<file path="config.mk">
export PLATFORM = sky130hd
export DESIGN_NAME = aes_dec_pipe_ctrl
export DESIGN_NICKNAME = d
export VERILOG_FILES = /design/src/rtl/aes_dec_pipe_ctrl.sv
export SDC_FILE = /design/constraint.sdc
export NUM_CORES = 1
export LEC_CHECK = 0
export CAP_MARGIN = 15
export CORE_MARGIN = 2
export CORE_UTILIZATION = 48
export CTS_BUF_LIST = sky130_fd_sc_hd__clkbuf_8
export DETAILED_ROUTE_END_ITERATION = 16
export PLACE_DENSITY = 0.84
export SYNTH_ARGS = -nofsm -noshare
export SYNTH_HDL_FRONTEND = slang
export SYNTH_SLANG_ARGS = --single-unit
</file>
<file path="constraint.sdc">
create_clock -name clk -period 12.21 [get_ports clk]
set_input_delay 3.663 -clock clk [delete_from_list [all_inputs] [get_ports clk]]
set_output_delay 3.663 -clock clk [all_outputs]
set_load 0.01 [all_outputs]
</file>
<file path="src/rtl/aes_dec_pipe_ctrl.sv">
// Sequencing controller for an 11-stage pipelined AES-128 decryption datapath.
// It runs the round-key load sequence and gates ciphertext blocks into the
// pipeline. It also carries a valid/tag token alongside every block. On a key
// change it waits for all in-flight blocks to leave the pipeline before it
// reloads the round keys, so no block ever sees a mix of old and new keys.
module aes_dec_pipe_ctrl #(
    parameter int STAGES     = 11,
    parameter int KEY_CYCLES = 11,
    parameter int TAG_W      = 4
) (
    input  logic               clk,
    input  logic               rst,
    input  logic               key_valid,
    output logic               key_ready,
    input  logic [127:0]       key_in,
    output logic [127:0]       key_out,
    output logic               key_gen_en,
    output logic [3:0]         round_count,
    input  logic               in_valid,
    output logic               in_ready,
    input  logic [TAG_W-1:0]   in_tag,
    output logic               dp_in_valid,
    output logic               out_valid,
    output logic [TAG_W-1:0]   out_tag,
    output logic               keys_loaded,
    output logic               busy
);

    localparam int         OCC_W   = $clog2(STAGES + 1);
    localparam logic [3:0] RC_LAST = 4'(KEY_CYCLES);

    typedef enum logic [1:0] {
        ST_IDLE    = 2'd0,
        ST_KEYLOAD = 2'd1,
        ST_RUN     = 2'd2,
        ST_DRAIN   = 2'd3
    } state_e;

    state_e             state_q, state_d;
    logic [127:0]       key_q, key_d;
    logic [3:0]         rc_q, rc_d;
    logic               kge_q, kge_d;
    logic               kl_q, kl_d;
    logic [OCC_W-1:0]   occ_q, occ_d;
    logic [STAGES-1:0]  vld_q;
    logic [TAG_W-1:0]   tag_q [STAGES];

    logic               accept_s;
    logic               key_hs_s;

    // Handshake readiness depends only on the current state.
    always_comb begin
        key_ready = (state_q == ST_IDLE) || (state_q == ST_RUN);
        in_ready  = (state_q == ST_RUN);
        accept_s  = in_valid & in_ready;
        key_hs_s  = key_valid & key_ready;
    end

    // Next-state logic for the key-load / run / drain sequencer.
    always_comb begin
        state_d = state_q;
        key_d   = key_q;
        rc_d    = rc_q;
        kge_d   = kge_q;
        kl_d    = kl_q;
        case (state_q)
            ST_IDLE: begin
                if (key_hs_s) begin
                    key_d   = key_in;
                    rc_d    = 4'd1;
                    kge_d   = 1'b1;
                    state_d = ST_KEYLOAD;
                end else begin
                    state_d = ST_IDLE;
                end
            end
            ST_KEYLOAD: begin
                if (rc_q == RC_LAST) begin
                    rc_d    = 4'd0;
                    kge_d   = 1'b0;
                    kl_d    = 1'b1;
                    state_d = ST_RUN;
                end else begin
                    rc_d    = rc_q + 4'd1;
                end
            end
            ST_RUN: begin
                // The block accepted in this same cycle still completes
                // with the old round keys, because the drain waits for it.
                if (key_hs_s) begin
                    key_d   = key_in;
                    kl_d    = 1'b0;
                    state_d = ST_DRAIN;
                end else begin
                    state_d = ST_RUN;
                end
            end
            ST_DRAIN: begin
                if (occ_q == '0) begin
                    rc_d    = 4'd1;
                    kge_d   = 1'b1;
                    state_d = ST_KEYLOAD;
                end else begin
                    state_d = ST_DRAIN;
                end
            end
            default: begin
                state_d = ST_IDLE;
            end
        endcase
    end

    // The pipeline occupancy goes up when a block enters and down when a block leaves.
    always_comb begin
        occ_d = occ_q;
        case ({accept_s, out_valid})
            2'b10:   occ_d = occ_q + OCC_W'(1);
            2'b01:   occ_d = occ_q - OCC_W'(1);
            default: occ_d = occ_q;
        endcase
    end

    // Sequencer, key latch and occupancy registers.
    always_ff @(posedge clk or posedge rst) begin
        if (rst) begin
            state_q <= ST_IDLE;
            key_q   <= 128'd0;
            rc_q    <= 4'd0;
            kge_q   <= 1'b0;
            kl_q    <= 1'b0;
            occ_q   <= '0;
        end else begin
            state_q <= state_d;
            key_q   <= key_d;
            rc_q    <= rc_d;
            kge_q   <= kge_d;
            kl_q    <= kl_d;
            occ_q   <= occ_d;
        end
    end

    // The token shift register runs in step with the datapath stages and never stalls.
    always_ff @(posedge clk or posedge rst) begin
        if (rst) begin
            vld_q <= '0;
            for (int i = 0; i < STAGES; i++) begin
                tag_q[i] <= '0;
            end
        end else begin
            vld_q    <= {vld_q[STAGES-2:0], accept_s};
            tag_q[0] <= in_tag;
            for (int i = 1; i < STAGES; i++) begin
                tag_q[i] <= tag_q[i-1];
            end
        end
    end

    // Drive the outputs from the registered state.
    always_comb begin
        key_out     = key_q;
        round_count = rc_q;
        key_gen_en  = kge_q;
        keys_loaded = kl_q;
        dp_in_valid = accept_s;
        out_valid   = vld_q[STAGES-1];
        out_tag     = tag_q[STAGES-1];
        busy        = (state_q != ST_IDLE) || (occ_q != '0);
    end

    // The occupancy counter must stay within 0..STAGES.
    a_occ_range: assert property (@(posedge clk) disable iff (rst)
        occ_q <= OCC_W'(STAGES));
    a_occ_over: assert property (@(posedge clk) disable iff (rst)
        !(accept_s && !out_valid && occ_q == OCC_W'(STAGES)));
    a_occ_under: assert property (@(posedge clk) disable iff (rst)
        !(out_valid && !accept_s && occ_q == '0));

endmodule

</file>
==> out/metrics.csv <==
stage;metric;value;unit
run_status;status;complete, no violations;
layout;nFillCells;874;
critical_path;critPathMaxFanout;3;
die;die_height;123;µm
clock_network;cts_hold_buf;0;
clock_network;cts_resized;0;
placement;dp.cells;836;
clock_network;cts-root-buf;clkbuf_8;
worst_hold_path;worstHoldStart;tag_q[6];
critical_path;crit_top_cell;clkdlybuf4s50_1;
clock_network;cts_max_level;4;
critical_path;reg2regPathDepth;9;
yosys;synthTopCellsByArea;dfrtp_1, mux2_2, buf_2, ha_1, xor2_1;
critical_path;cpLargestDelayFamily;buffers and inverters;
sta;tightestPinTransition;969;ps
critical_path;required;8550;ps
sta;max_freq;118;MHz
critical_path;slowest_delay;530;ps
placement;hpwl;10.5;mm
pwr;peakVddDrop;139;µV
die;placementRows;43;
die;initial_core_util;49.1;%
critical_path;crit_path_top_delay_cell;clkdlybuf4s50_1;
layout;fin_util;73.2;%
sta;slew_viol_final;0;
placement;portBuffers;278;
worst_hold_path;hold_depth;0;
global_routing;grt_first_pass_wirelength;22.1;mm
die;core;0.0139;mm²
clock_network;insertion_delay;440;ps
sta;tns;0;ps
critical_path;cp_cell_sequence;clkdlybuf4s50_1, nand2_1, inv_1, clkdlybuf4s50_1;
routing;antenna_left;0;
clock_network;cts.sinks;195;
clock_network;cts_setup_buffers;0;
yosys;yosys.area.top_type;dfrtp_1;
layout;final_common_cell;clkdlybuf4s50_1;
clock_network;cts.clk_slew.worst_paths;90;ps
routing;vias;4241;
global_routing;grt_use_total;19.4;%
critical_path;critPathArrivalTime;4840;ps
yosys;syn-instance-count;394;
clock_network;cts.path.max_buffers;2;
sta;slew-limit-headroom;35.4;%
layout;nets;816;
sta;rsz0062_at_grt;no;
yosys;syn-mean-instance-area;17.3;µm²
placement;place.gp.congestion;0.723;
yosys;synth_top_area_share;71.6;%
yosys;ys_types;31;
critical_path;path_class;in -> out;
pwr;powerDensity;238;mW/mm²
routing;firstDrtPassIters;3;
sta;fin_crit;8500;ps
routing;drcViolationCount;0;
pwr;p_leak;0.00432;µW
global_routing;overflow;0;
layout;final_cell_mix;clkdlybuf4s50_1, dfrtp_1, mux2_2, clkbuf_8, nand2_1;
layout;drive_gt1_share;25.5;%
routing;wl_per_cell;16.6;µm
clock_network;cts_tree;built;
critical_path;rrSetupSlack;10070;ps
critical_path;critPathBufInv;3;
global_routing;grt_pass1_vias;4559;
die;die_area;0.0152;mm²
sta;fin_crit_sh;69.6;%
yosys;synth_warnings;0;
critical_path;regToRegEndpoint;occ_q[2];
global_routing;grt_max_degree;110;
die;die_x;123;µm
clock_network;cts_buffers;17;
layout;multiInputGateArea;0.00182;mm²
routing;dr.first_iter.drc_count;143;
yosys;ys_ff_latch;195;
sta;fin_skew;6.34;ps
routing;via_per_inst;4.88;
yosys;syn_area;0.00681;mm²
critical_path;crit_path_end_kind;output port;
critical_path;critPathLaunch;in_valid;
sta;finalSetupViolations;0;
critical_path;critPathLaunchType;input port;
sta;hold_viol_final;0;
layout;seqCellArea;0.00488;mm²
yosys;ys_seq_area_share;71.6;%
worst_hold_path;hold_path_class;reg -> reg;
run;max_cap_violations;0;
critical_path;timing.rr.start;state_q[0];
worst_hold_path;whs_endpoint;out_tag[2];
yosys;synthesis.nets;534;
routing;drt-total-wl;14.4;mm
layout;diodes;0;
layout;syn_to_final_growth;49.2;%
global_routing;antenna_found_initial;0;
die;pin_count;279;
layout;fin_cells;869;
==> per-layer routing <==
metal / share of wire, % / vias to the layer above / global-route usage (%)
met3: 9.7 / 24 / 8.03
met5: 0 / - / 0
met4: 2.0 / 0 / 8.10
met1: 35 / 2119 / 20.6
li1: - / 1918 / -
met2: 53 / 180 / 33.8
==> final cells by class <==
type	instances	share of cell area (%)
clock buffers	19	2.57
clock inverters	13	1.24
inverters	4	0.222
multi-input cells	176	17.9
flip-flops and latches	195	48.0
well taps	180	2.22
repair buffers	282	27.9
==> synth_stat cells (all sizes together) <==
cell,n
o21ai,4
xor2,4
a21o,1
or4,1
a31oi,1
nand2,6
mux2i,1
nand3b,1
and2b,1
inv,4
mux2,129
a31o,1
nand3,3
or2b,2
buf,18
ha,4
dfrtp,195
xnor2,1
or3,1
a21oi,3
a41o,1
nor2b,3
clkbuf,1
o21a,2
nor4bb,2
a22o,2
nor2,2
==> worst max path at each step <==
stage | to | slack, ps | depth (start not counted)
final | dp_in_valid | 3710 | 4
after global routing | dp_in_valid | 3650 | 4
after CTS | dp_in_valid | 3690 | 4
after detailed placement | dp_in_valid | 3700 | 4
after global placement | dp_in_valid | 3690 | 4
after floorplan | key_gen_en | 3230 | 1
==> state kept, by name, summed over array words and instances (netlist names) <==
signal       count
occ_q            4
keys_loaded      1
round_count      4
vld_q           11
key_out        128
tag_q           40
out_tag          4
key_gen_en       1
state_q          2
==> kinds of logic after synthesis <==
group / synth area share, %
flip-flops: 71.6
multiplexers: 21.5
buffers and inverters: 1.80
AND/OR/NAND/NOR: 2.00
AO/OA/AOI/OAI: 1.71
XOR/XNOR: 0.643
adder cells (fa/ha/maj): 0.735
==> where the power goes <==
group	leakage [µW]	switching, µW	total, µW	internal [µW]
registers	0.00234	132	1020	883
clock network	0.000191	221	396	175
logic	0.00179	359	1010	647
total	0.00432	712	2420	1710
==> through the flow <==
| step | setup slack, ps | total power [µW] | hold slack, ps | instance area (µm²) |
|---|---|---|---|---|
| 2_1_floorplan | 3230 | 1460 | 331 | 6810 |
| 5_1_grt | 3650 | 2560 | 357 | 10200 |
| 4_1_cts | 3690 | 2450 | 356 | 10100 |
| 6_report | 3710 | 2420 | 354 | 10200 |
| 3_5_place_dp | 3700 | 2050 | 335 | 9750 |
| 3_3_place_gp | 3690 | 2000 | 331 | 9750 |
(Power assumes the default switching activity.)
